`src/rtl/regfile_wr_arbiter_if.sv`:
```
// Writeback bus between the four requesters, the arbiter and the register-file write port.
// The master side drives requests; the slave side is the arbiter.
interface regfile_wr_arbiter_if #(
    parameter int unsigned DATA_BITS = 32,
    parameter int unsigned ADDR_BITS = 5,
    parameter int unsigned CNT_BITS  = 16
);
    logic                     stall;
    logic [3:0]               req_valid;
    logic [3:0]               req_ready;
    logic [4*ADDR_BITS-1:0]   req_addr;
    logic [4*DATA_BITS-1:0]   req_data;
    logic [1:0]               grant_sel;
    logic                     wr_en;
    logic [ADDR_BITS-1:0]     wr_addr;
    logic [DATA_BITS-1:0]     wr_data;
    logic [CNT_BITS-1:0]      conflict_count;

    modport master (
        output stall, req_valid, req_addr, req_data,
        input  req_ready, grant_sel, wr_en, wr_addr, wr_data, conflict_count
    );

    modport slave (
        input  stall, req_valid, req_addr, req_data,
        output req_ready, grant_sel, wr_en, wr_addr, wr_data, conflict_count
    );
endinterface

```
`src/rtl/regfile_wr_arbiter.sv`:
```
// Round-robin arbiter sharing the register-file write port among four writeback units,
// with a registered write stage and a saturating contention counter.
module regfile_wr_arbiter #(
    parameter int unsigned DATA_BITS = 32,
    parameter int unsigned ADDR_BITS = 5,
    parameter int unsigned CNT_BITS  = 16
) (
    input  logic                 clk,
    input  logic                 reset,
    regfile_wr_arbiter_if.slave  bus
);
    localparam int unsigned NREQ = 4;

    logic [1:0]          rr_ptr;
    logic [2*NREQ-1:0]   valid_dbl_c;
    logic [NREQ-1:0]     valid_rot_c;
    logic [1:0]          offset_c;
    logic [1:0]          grant_idx_c;
    logic                grant_vld_c;
    logic                multi_req_c;
    logic [ADDR_BITS-1:0] grant_addr_c;
    logic [DATA_BITS-1:0] grant_data_c;

    // Rotate the request vector so the current priority holder sits at bit 0.
    always_comb begin
        valid_dbl_c = {bus.req_valid, bus.req_valid};
        valid_rot_c = NREQ'(valid_dbl_c >> rr_ptr);
        offset_c    = 2'd0;
        if (valid_rot_c[0])      offset_c = 2'd0;
        else if (valid_rot_c[1]) offset_c = 2'd1;
        else if (valid_rot_c[2]) offset_c = 2'd2;
        else if (valid_rot_c[3]) offset_c = 2'd3;
        grant_idx_c  = rr_ptr + offset_c;
        grant_vld_c  = !bus.stall && (|bus.req_valid);
        multi_req_c  = ($countones(bus.req_valid) >= 2);
        grant_addr_c = bus.req_addr[grant_idx_c*ADDR_BITS +: ADDR_BITS];
        grant_data_c = bus.req_data[grant_idx_c*DATA_BITS +: DATA_BITS];
    end

    // Ready is combinational so a grant and its transfer happen in the same cycle.
    assign bus.req_ready = (grant_vld_c && !reset) ? (NREQ'(1) << grant_idx_c) : '0;

    always_ff @(posedge clk or posedge reset) begin
        if (reset) begin
            rr_ptr             <= 2'd0;
            bus.grant_sel      <= 2'd0;
            bus.wr_en          <= 1'b0;
            bus.wr_addr        <= '0;
            bus.wr_data        <= '0;
            bus.conflict_count <= '0;
        end else begin
            bus.wr_en <= 1'b0;
            if (grant_vld_c) begin
                rr_ptr        <= grant_idx_c + 2'd1;
                bus.grant_sel <= grant_idx_c;
                bus.wr_addr   <= grant_addr_c;
                bus.wr_data   <= grant_data_c;
                // Register 0 is hardwired zero: accept the transfer but suppress the strobe.
                bus.wr_en     <= (grant_addr_c != '0);
            end
            if (multi_req_c && (bus.conflict_count != '1)) begin
                bus.conflict_count <= bus.conflict_count + CNT_BITS'(1);
            end
        end
    end
endmodule

```
`src/flat_wrapper.sv`:
```
// flat-port wrapper written by rule: the top's interface ports become plain ports
module regfile_wr_arbiter_flat 
#(
    parameter int unsigned DATA_BITS = 32,
    parameter int unsigned ADDR_BITS = 5,
    parameter int unsigned CNT_BITS  = 16
)
  (clk, reset, bus_stall, bus_req_valid, bus_req_addr, bus_req_data, bus_req_ready, bus_grant_sel, bus_wr_en, bus_wr_addr, bus_wr_data, bus_conflict_count);
  regfile_wr_arbiter_if #(.DATA_BITS(DATA_BITS), .ADDR_BITS(ADDR_BITS), .CNT_BITS(CNT_BITS)) bus_i ();
  input  logic clk;
  input  logic reset;
  input wire logic [$bits(bus_i.stall)-1:0] bus_stall;
  input wire logic [$bits(bus_i.req_valid)-1:0] bus_req_valid;
  input wire logic [$bits(bus_i.req_addr)-1:0] bus_req_addr;
  input wire logic [$bits(bus_i.req_data)-1:0] bus_req_data;
  output wire logic [$bits(bus_i.req_ready)-1:0] bus_req_ready;
  output wire logic [$bits(bus_i.grant_sel)-1:0] bus_grant_sel;
  output wire logic [$bits(bus_i.wr_en)-1:0] bus_wr_en;
  output wire logic [$bits(bus_i.wr_addr)-1:0] bus_wr_addr;
  output wire logic [$bits(bus_i.wr_data)-1:0] bus_wr_data;
  output wire logic [$bits(bus_i.conflict_count)-1:0] bus_conflict_count;
  assign bus_i.stall = bus_stall;
  assign bus_i.req_valid = bus_req_valid;
  assign bus_i.req_addr = bus_req_addr;
  assign bus_i.req_data = bus_req_data;
  assign bus_req_ready = bus_i.req_ready;
  assign bus_grant_sel = bus_i.grant_sel;
  assign bus_wr_en = bus_i.wr_en;
  assign bus_wr_addr = bus_i.wr_addr;
  assign bus_wr_data = bus_i.wr_data;
  assign bus_conflict_count = bus_i.conflict_count;
  regfile_wr_arbiter #(.DATA_BITS(DATA_BITS), .ADDR_BITS(ADDR_BITS), .CNT_BITS(CNT_BITS)) u_core (.clk(clk), .reset(reset), .bus(bus_i));
endmodule
```
`config.mk`:
```
export PLATFORM = sky130hd
export DESIGN_NAME = regfile_wr_arbiter_flat
export DESIGN_NICKNAME = d
export VERILOG_FILES = /design/src/rtl/regfile_wr_arbiter_if.sv /design/src/rtl/regfile_wr_arbiter.sv /design/src/flat_wrapper.sv
export SDC_FILE = /design/constraint.sdc
export NUM_CORES = 1
export LEC_CHECK = 0
export CAP_MARGIN = 20
export CORE_MARGIN = 2
export CORE_UTILIZATION = 39
export DETAILED_ROUTE_END_ITERATION = 8
export GPL_TIMING_DRIVEN = 1
export PLACE_DENSITY = 0.81
export SYNTH_ARGS = -nofsm -noshare
export SYNTH_HDL_FRONTEND = slang
export SYNTH_SLANG_ARGS = --single-unit
```
`constraint.sdc`:
```
create_clock -name clk -period 3.58 [get_ports clk]
set_input_delay 0.895 -clock clk [delete_from_list [all_inputs] [get_ports clk]]
set_output_delay 0.895 -clock clk [all_outputs]
set_load 0.02 [all_outputs]
```
==> key figures, run 1 <==
Route
  • DR WL/cell: 15.75 um
  • Post-DRT Antenna Nets: 0
  • DR vias/cell: 5.177
  • # DRC: 0
  • Highest Signal Layer: met4
  • Met2 wire length: 8064 um
  • WL met3: 1117 um
  • DRT iter0 DRCs: 224
  • Vias: 5115
  • Final wirelength: 15560 um
  • Drt pass-1 iters: 5
  • M1 WL: 6185 um

STA
  • Final setup fails: 0
  • Min cycle time layout: 3.535 ns
  • Max Fclk: 282.9 MHz
  • Actual slew at the worst max-slew pin: 0.9581 ns
  • Final clock skew: 0.009365 ns
  • Final Hold Viols: 0
  • Worst slew margin: 36.13%
  • Crit share post-route: 98.74%
  • Final setup margin: 0.04527 ns
  • Slew Viols, Final: 0

Floorplan
  • Die span in y: 115.4 um
  • Die span in x: 115.4 um
  • # IOs: 215
  • CORE AREA: 12060 um2
  • Site Rows: 40
  • Total die area: 13320 um2
  • Initial core utilization: 40.13%

Synth
  • Adder-Cell Fraction of Synth Area: 2.998%
  • Syn. warnings: 0
  • Cell count after synthesis: 587
  • Simple-gate area share of the yosys netlist: 24.42%
  • Mux cell area share after synthesis: 30.83%
  • Mapped cell area: 4841 um2
  • Synth Area in XOR/XNOR: 3.799%
  • Post-synthesis sequential area ratio: 29.98%
  • Largest family of logic cells by synthesized area: multiplexers
  • Count of cell types in the netlist: 38
  • Syn avg cell area: 8.247 um2
  • Syn_nets: 753
  • Synth Area in Compound Gates: 3.179%
  • Synth Register Bits: 58

Critical path
  • Setup crit end kind: primary output
  • Worst-path maximum fanout: 5
  • Startpoint types: primary input
  • WP data required: 2.68 ns
  • CP Class: primary input to primary output
  • WP data arrival: 2.64 ns

Clock tree
  • Clock root cell: clkbuf_16
  • Clock insertion delay at the later pin of the skew report: 0.33 ns
  • Max clock buf depth: 2
  • Cts hold-fix bufs: 0
  • Clock Sink Count: 58
  • Depth of the CTS H-tree: 3
  • Num CTS Buffers: 9
  • Clock slew at reported path FFs: 0.05 ns
  • CTS tree: yes

Place
  • Post-place setup slack: -0.9545 ns
  • Routability cong.: 0.8274
  • Dpl cells: 969
  • Number of I/O port buffers: 214
  • HPWL after DPL: 11450 um

Pwr
  • Pwr dens: 893.7 nW/um2
  • P_leak: 3.623 nW
  • Maximum VDD drop: 611.9 uV

Final layout
  • Antenna Cells: 0
  • Register Area: 1451 um2
  • Area Overhead vs Synth: 60.69%
  • Fraction of layout cells with a size suffix above 1: 11.10%
  • Multi-input logic area: 3283 um2
  • Fill cell count: 1000
  • Fin cells: 988
  • Nets: 983

Hold path
  • Hold Crit Class: flop to flop

Flow run
  • Maxcap violations: 0

Global routing
  • Total grt overflow: 0
  • Largest net degree at the start of global routing: 50
  • Initial antenna violation count: 0
  • Global-route wire length before repair: 23480 um
  • Vias in the first global route: 5044
  • GRT Total Usage: 22.34%

Status
  • Status: completed
==> path summary, 6_finish.rpt <==
path / startpoint / endpoint / slack [ns] / cells past startpoint
min in group asynchronous: reset / u_core.bus.wr_data[14] / 0.97 / 3
hold reg to reg: u_core.bus.wr_addr[3] / u_core.bus.wr_addr[3] / 0.48 / 2
max in group asynchronous: reset / u_core.bus.wr_data[23] / 1.95 / 3
hold / removal: u_core.bus.wr_addr[3] / u_core.bus.wr_addr[3] / 0.48 / 2
setup reg to reg: u_core.rr_ptr[0] / u_core.bus.wr_en / 0.59 / 11
setup / recovery: bus_req_valid[3] / bus_req_ready[1] / 0.05 / 11
==> placed cells by master, fill, tap and decap left out, types with 7 or more instances in the layout <==
cell type / n
dfrtp_1: 58
nor3_1: 8
ha_1: 7
xor2_1: 7
mux2i_1: 148
nor2_1: 159
xnor2_1: 9
clkbuf_16: 9
clkdlybuf4s50_1: 206
nand3_1: 48
nand2_1: 47
buf_4: 42
==> flip-flops by register name, summed over array words and instances, names as in the netlist <==
| signal | cells |
|---|---|
| u_core.bus.conflict_count | 16 |
| u_core.bus.wr_data | 32 |
| u_core.bus.grant_sel | 2 |
| u_core.rr_ptr | 2 |
| u_core.bus.wr_addr | 5 |
| u_core.bus.wr_en | 1 |
==> logic make-up after synthesis <==
logic type	count (synthesis)
DFF	58
xor gates and xnor gates	18
and+or+nand+nor	283
AOI/OAI and AO/OA	21
buffers and inverters	47
adders and majority gates	11
muxes	149
==> cell usage after synthesis (all sizes together) <==
cell | instances | area [um2]
a2111oi | 1 | 8.760
a211oi | 1 | 7.510
xnor2 | 11 | 122.6
nand3 | 48 | 240.2
and2 | 2 | 12.51
and4 | 1 | 8.760
o32ai | 2 | 17.52
o21ai | 5 | 25.02
a21oi | 4 | 20.02
a311oi | 1 | 8.760
a32oi | 1 | 8.760
a32o | 1 | 10.01
inv | 7 | 26.27
a21o | 1 | 7.510
buf | 21 | 133.9
nand2b | 4 | 25.02
ha | 10 | 125.1
mux2i | 148 | 1481
nand4 | 3 | 18.77
o32a | 1 | 10.01
nor2 | 159 | 596.8
nor3 | 9 | 45.04
clkbuf | 19 | 71.32
nand2 | 49 | 183.9
nand3b | 1 | 7.510
and3 | 7 | 43.79
dfrtp | 58 | 1451
o311a | 2 | 20.02
xor2 | 7 | 61.31
mux2 | 1 | 11.26
a311o | 1 | 10.01
fa | 1 | 20.02
==> through the flow <==
| step | hold WS (ns) | TNS (ns) | total power, mW | instance area, um2 | util, % |
|---|---|---|---|---|---|
| 6_report | 0.4813 | 0 | 6.952 | 7779 | 64.49 |
| 5_1_grt | 0.5058 | -0.03261 | 7.439 | 7779 | 64.49 |
| 4_1_cts | 0.4820 | 0 | 6.925 | 7716 | 63.97 |
| 3_5_place_dp | 0.4701 | -9.710 | 5.978 | 7373 | 61.13 |
| 3_3_place_gp | 0.4620 | -7.362 | 5.809 | 7373 | 61.13 |
| 2_1_floorplan | 0.5896 | 0 | 4.362 | 4861 | - |
==> cell type report <==
type | count | share of cell area (%)
multi-input combinational | 482 | 42.21
timing repair buffer | 259 | 32.23
sequential | 58 | 18.66
clock buffer | 11 | 3.249
tap | 168 | 2.702
clock inverter | 3 | 0.5147
inverter | 7 | 0.4343
==> worst max-delay path, cell delays in order <==
cell	delay [ns]
buf_4	0.10
inv_4	0.05
o311a_1	0.36
o21ai_2	0.20
ha_4	0.19
xnor2_4	0.15
xnor2_4	0.16
inv_2	0.09
ha_4	0.16
and3_4	0.16
buf_6	0.12
==> metal layers <==
layer  GRT usage (%)  vias up
met5               0        -
met4           7.309        0
met3           4.446       18
met2           41.09      207
met1           25.92     2421
li1                -     2469
==> repair_timing <==
item | CTS | global route
pin swaps | 6 | 7
endpoints found under the setup margin | 5 | 4
gates cloned | 0 | 0
resized for setup | 49 | 12
buffers inserted | 3 | 2
==> power by group <==
part           switching, mW  internal [mW]  total (mW)
combinational           2.60           2.30        4.90
clock                  0.292          0.565       0.858
sequential             0.233          0.960        1.19
No activity file was read; power rests on OpenSTA's default activity.
==> run 2: changes to the inputs <==
--- a/config.mk
+++ b/config.mk
@@ -10,7 +10,7 @@
 export CORE_UTILIZATION = 39
 export DETAILED_ROUTE_END_ITERATION = 8
 export GPL_TIMING_DRIVEN = 1
-export PLACE_DENSITY = 0.81
+export PLACE_DENSITY_LB_ADDON = 0.3
 export SYNTH_ARGS = -nofsm -noshare
 export SYNTH_HDL_FRONTEND = slang
 export SYNTH_SLANG_ARGS = --single-unit
==> run 2 against run 1 <==
Net effect: sequential cell count did not move; worst hold slack improved by 0.0024 ns; die area did not move; sequential share of layout area shrank 0.14 points; sequential power barely moved; worst setup slack better by 0.015 ns; clock skew rose by 0.00057 ns; design area up 0.77%; critical path depth shrank 1; non-clock buffer count unchanged; register-to-register slack better by 0.02 ns; first-iteration DRC count up 13%; critical path type unchanged; largest power group unchanged; highest routed layer unchanged.
==> key figures, run 2 (same netlist as run 1, synthesis figures left out) <==
STA
  • Final Hold Viols: 0
  • Crit share post-route: 98.31%
  • Final clock skew: 0.009938 ns
  • Slew Viols, Final: 0
  • Final setup fails: 0
  • Actual slew at the worst max-slew pin: 0.7947 ns
  • RSZ-0062 raised after global routing: no
  • Final setup margin: 0.06052 ns
  • Max Fclk: 284.1 MHz
  • Worst slew margin: 47.02%
  • Min cycle time layout: 3.519 ns

Final layout
  • Fin area: 7839 um2
  • Most common cell after layout, fill and taps aside: clkdlybuf4s50_1
  • Antenna Cells: 0
  • Fin cells: 990
  • Nets: 983
  • Number of flip-flops in the largest register: 32
  • Largest Register: u_core.bus.wr_data
  • Most frequent cells in the layout: clkdlybuf4s50_1, nor2_1, mux2i_1
  • Top flop regs: u_core.bus.wr_data (32), u_core.bus.conflict_count (16), u_core.bus.wr_addr (5)
  • Fraction of layout cells with a size suffix above 1: 11.44%
  • Area Overhead vs Synth: 61.93%

Route
  • DR vias/cell: 5.105
  • # DRC: 0
  • Vias: 5054
  • Final wirelength: 15050 um
  • Post-DRT Antenna Nets: 0
  • DR WL/cell: 15.20 um
  • DRT iter0 DRCs: 254
  • Drt pass-1 iters: 6

Critical path
  • WP data arrival: 2.62 ns
  • Setup crit end kind: primary output
  • Worst-path maximum fanout: 8
  • CP cell instances: buf_8, o311a_1, o21ai_2, ha_4, xnor2_4, xnor2_4, inv_2, ha_4, and3_4, buf_6
  • CP Class: primary input to primary output
  • WP data required: 2.68 ns
  • Flop-to-flop setup slack: 0.61 ns
  • Slowest CP cell: o311a_1
  • Startpoint types: primary input
  • Slowest Stage Delay on Critical Path: 0.34 ns

Floorplan
  • Die span in y: 115.4 um
  • Initial core utilization: 40.13%
  • # IOs: 215
  • Total die area: 13320 um2
  • Site Rows: 40
  • Die span in x: 115.4 um
  • CORE AREA: 12060 um2

Pwr
  • Pwr dens: 898.3 nW/um2
  • Maximum VDD drop: 565.7 uV
  • P_leak: 3.641 nW
  • Pwr Total: 7.041 mW

Place
  • Number of I/O port buffers: 214
  • HPWL after DPL: 11480 um
  • Routability cong.: 0.8213
  • Placed inst area: 7387 um2
  • Dpl cells: 971
  • Post-place setup slack: -1.109 ns

Global routing
  • Global-route wire length before repair: 24020 um
  • Grt met3 use: 5.230%
  • Total grt overflow: 0
  • Vias in the first global route: 5061
  • GR Util met1: 26.39%
  • Initial antenna violation count: 0
  • GRT Total Usage: 22.48%
  • Largest net degree at the start of global routing: 56
  • Gr busiest metal: met2
  • Global Route met2 Usage: 40.62%

Hold path
  • Hold Crit Class: flop to flop

Clock tree
  • Clock Sink Count: 58
  • Cts hold-fix bufs: 0
  • Clock insertion delay at the later pin of the skew report: 0.32 ns
  • Clock slew at reported path FFs: 0.05 ns
  • Num CTS Buffers: 9
  • Depth of the CTS H-tree: 3
  • CTS tree: yes
  • Clock root cell: clkbuf_16
  • Max clock buf depth: 2

Status
  • Status: completed

Flow run
  • Maxcap violations: 0
-- run 2: cell count changes in the layout (fill, tap and decap cells not counted), sizes merged --
cell	delta
clkinv	-1
clkbuf	-1
buf	+2
clkinvlp	+1
bufinv	+1
-- run 2: path summary, 6_finish.rpt --
check | start | end | cells after the start
setup reg to reg | u_core.rr_ptr[0] | u_core.bus.wr_en | 10
setup / recovery | bus_req_valid[2] | bus_req_ready[1] | 10
min in group asynchronous | reset | u_core.rr_ptr[1] | 2
hold reg to reg | u_core.bus.wr_addr[4] | u_core.bus.wr_addr[4] | 2
max in group asynchronous | reset | u_core.bus.conflict_count[13] | 3
hold / removal | u_core.bus.wr_addr[4] | u_core.bus.wr_addr[4] | 2
-- run 2: repair_timing --
action	CTS	global route
setup buffers	4	0
pin swaps	7	7
gates cloned	0	0
resized for setup	53	15
setup endpoints to repair	9	3
-- run 2: report_power, final --
group / switching (mW) / internal [mW] / total (mW) / leakage [nW]
registers: 0.233 / 0.960 / 1.19 / 0.714
clock network: 0.298 / 0.665 / 0.963 / 0.165
logic: 2.59 / 2.29 / 4.89 / 2.76
total: 3.12 / 3.92 / 7.04 / 3.64
-- run 2: area by class of cell --
cell class	instances	area, um2
Fill cell	979	4223
Multi-Input combinational cell	482	3291
Timing Repair Buffer	259	2511
Sequential cell	58	1451
Clock buffer	12	266.5
Tap cell	168	210.2
Clock inverter	4	72.57
Inverter	7	36.28
-- run 2: worst max-delay path, delay by kind of cell --
family | cells | cell delay [ns]
fa+ha+maj | 2 | 0.36
simple gates | 1 | 0.16
buf+inv | 3 | 0.35
xor+xnor | 2 | 0.31
compound gates | 2 | 0.56
-- run 2: layer usage --
metal	vias to the layer above	part of all wire, %
li1	2466	-
met1	2366	40
met2	202	50
met3	20	7.4
met4	0	1.9
met5	-	0
-- run 2: per-stage QoR --
step	TNS (ns)	hold slack [ns]	util [%]
after detailed placement	-13.56	0.4741	61.24
after global placement	-7.002	0.4619	61.24
final	0	0.4837	64.99
after global routing	0	0.5103	64.99
after CTS	0	0.4920	64.50
after floorplan	0	0.5896	-
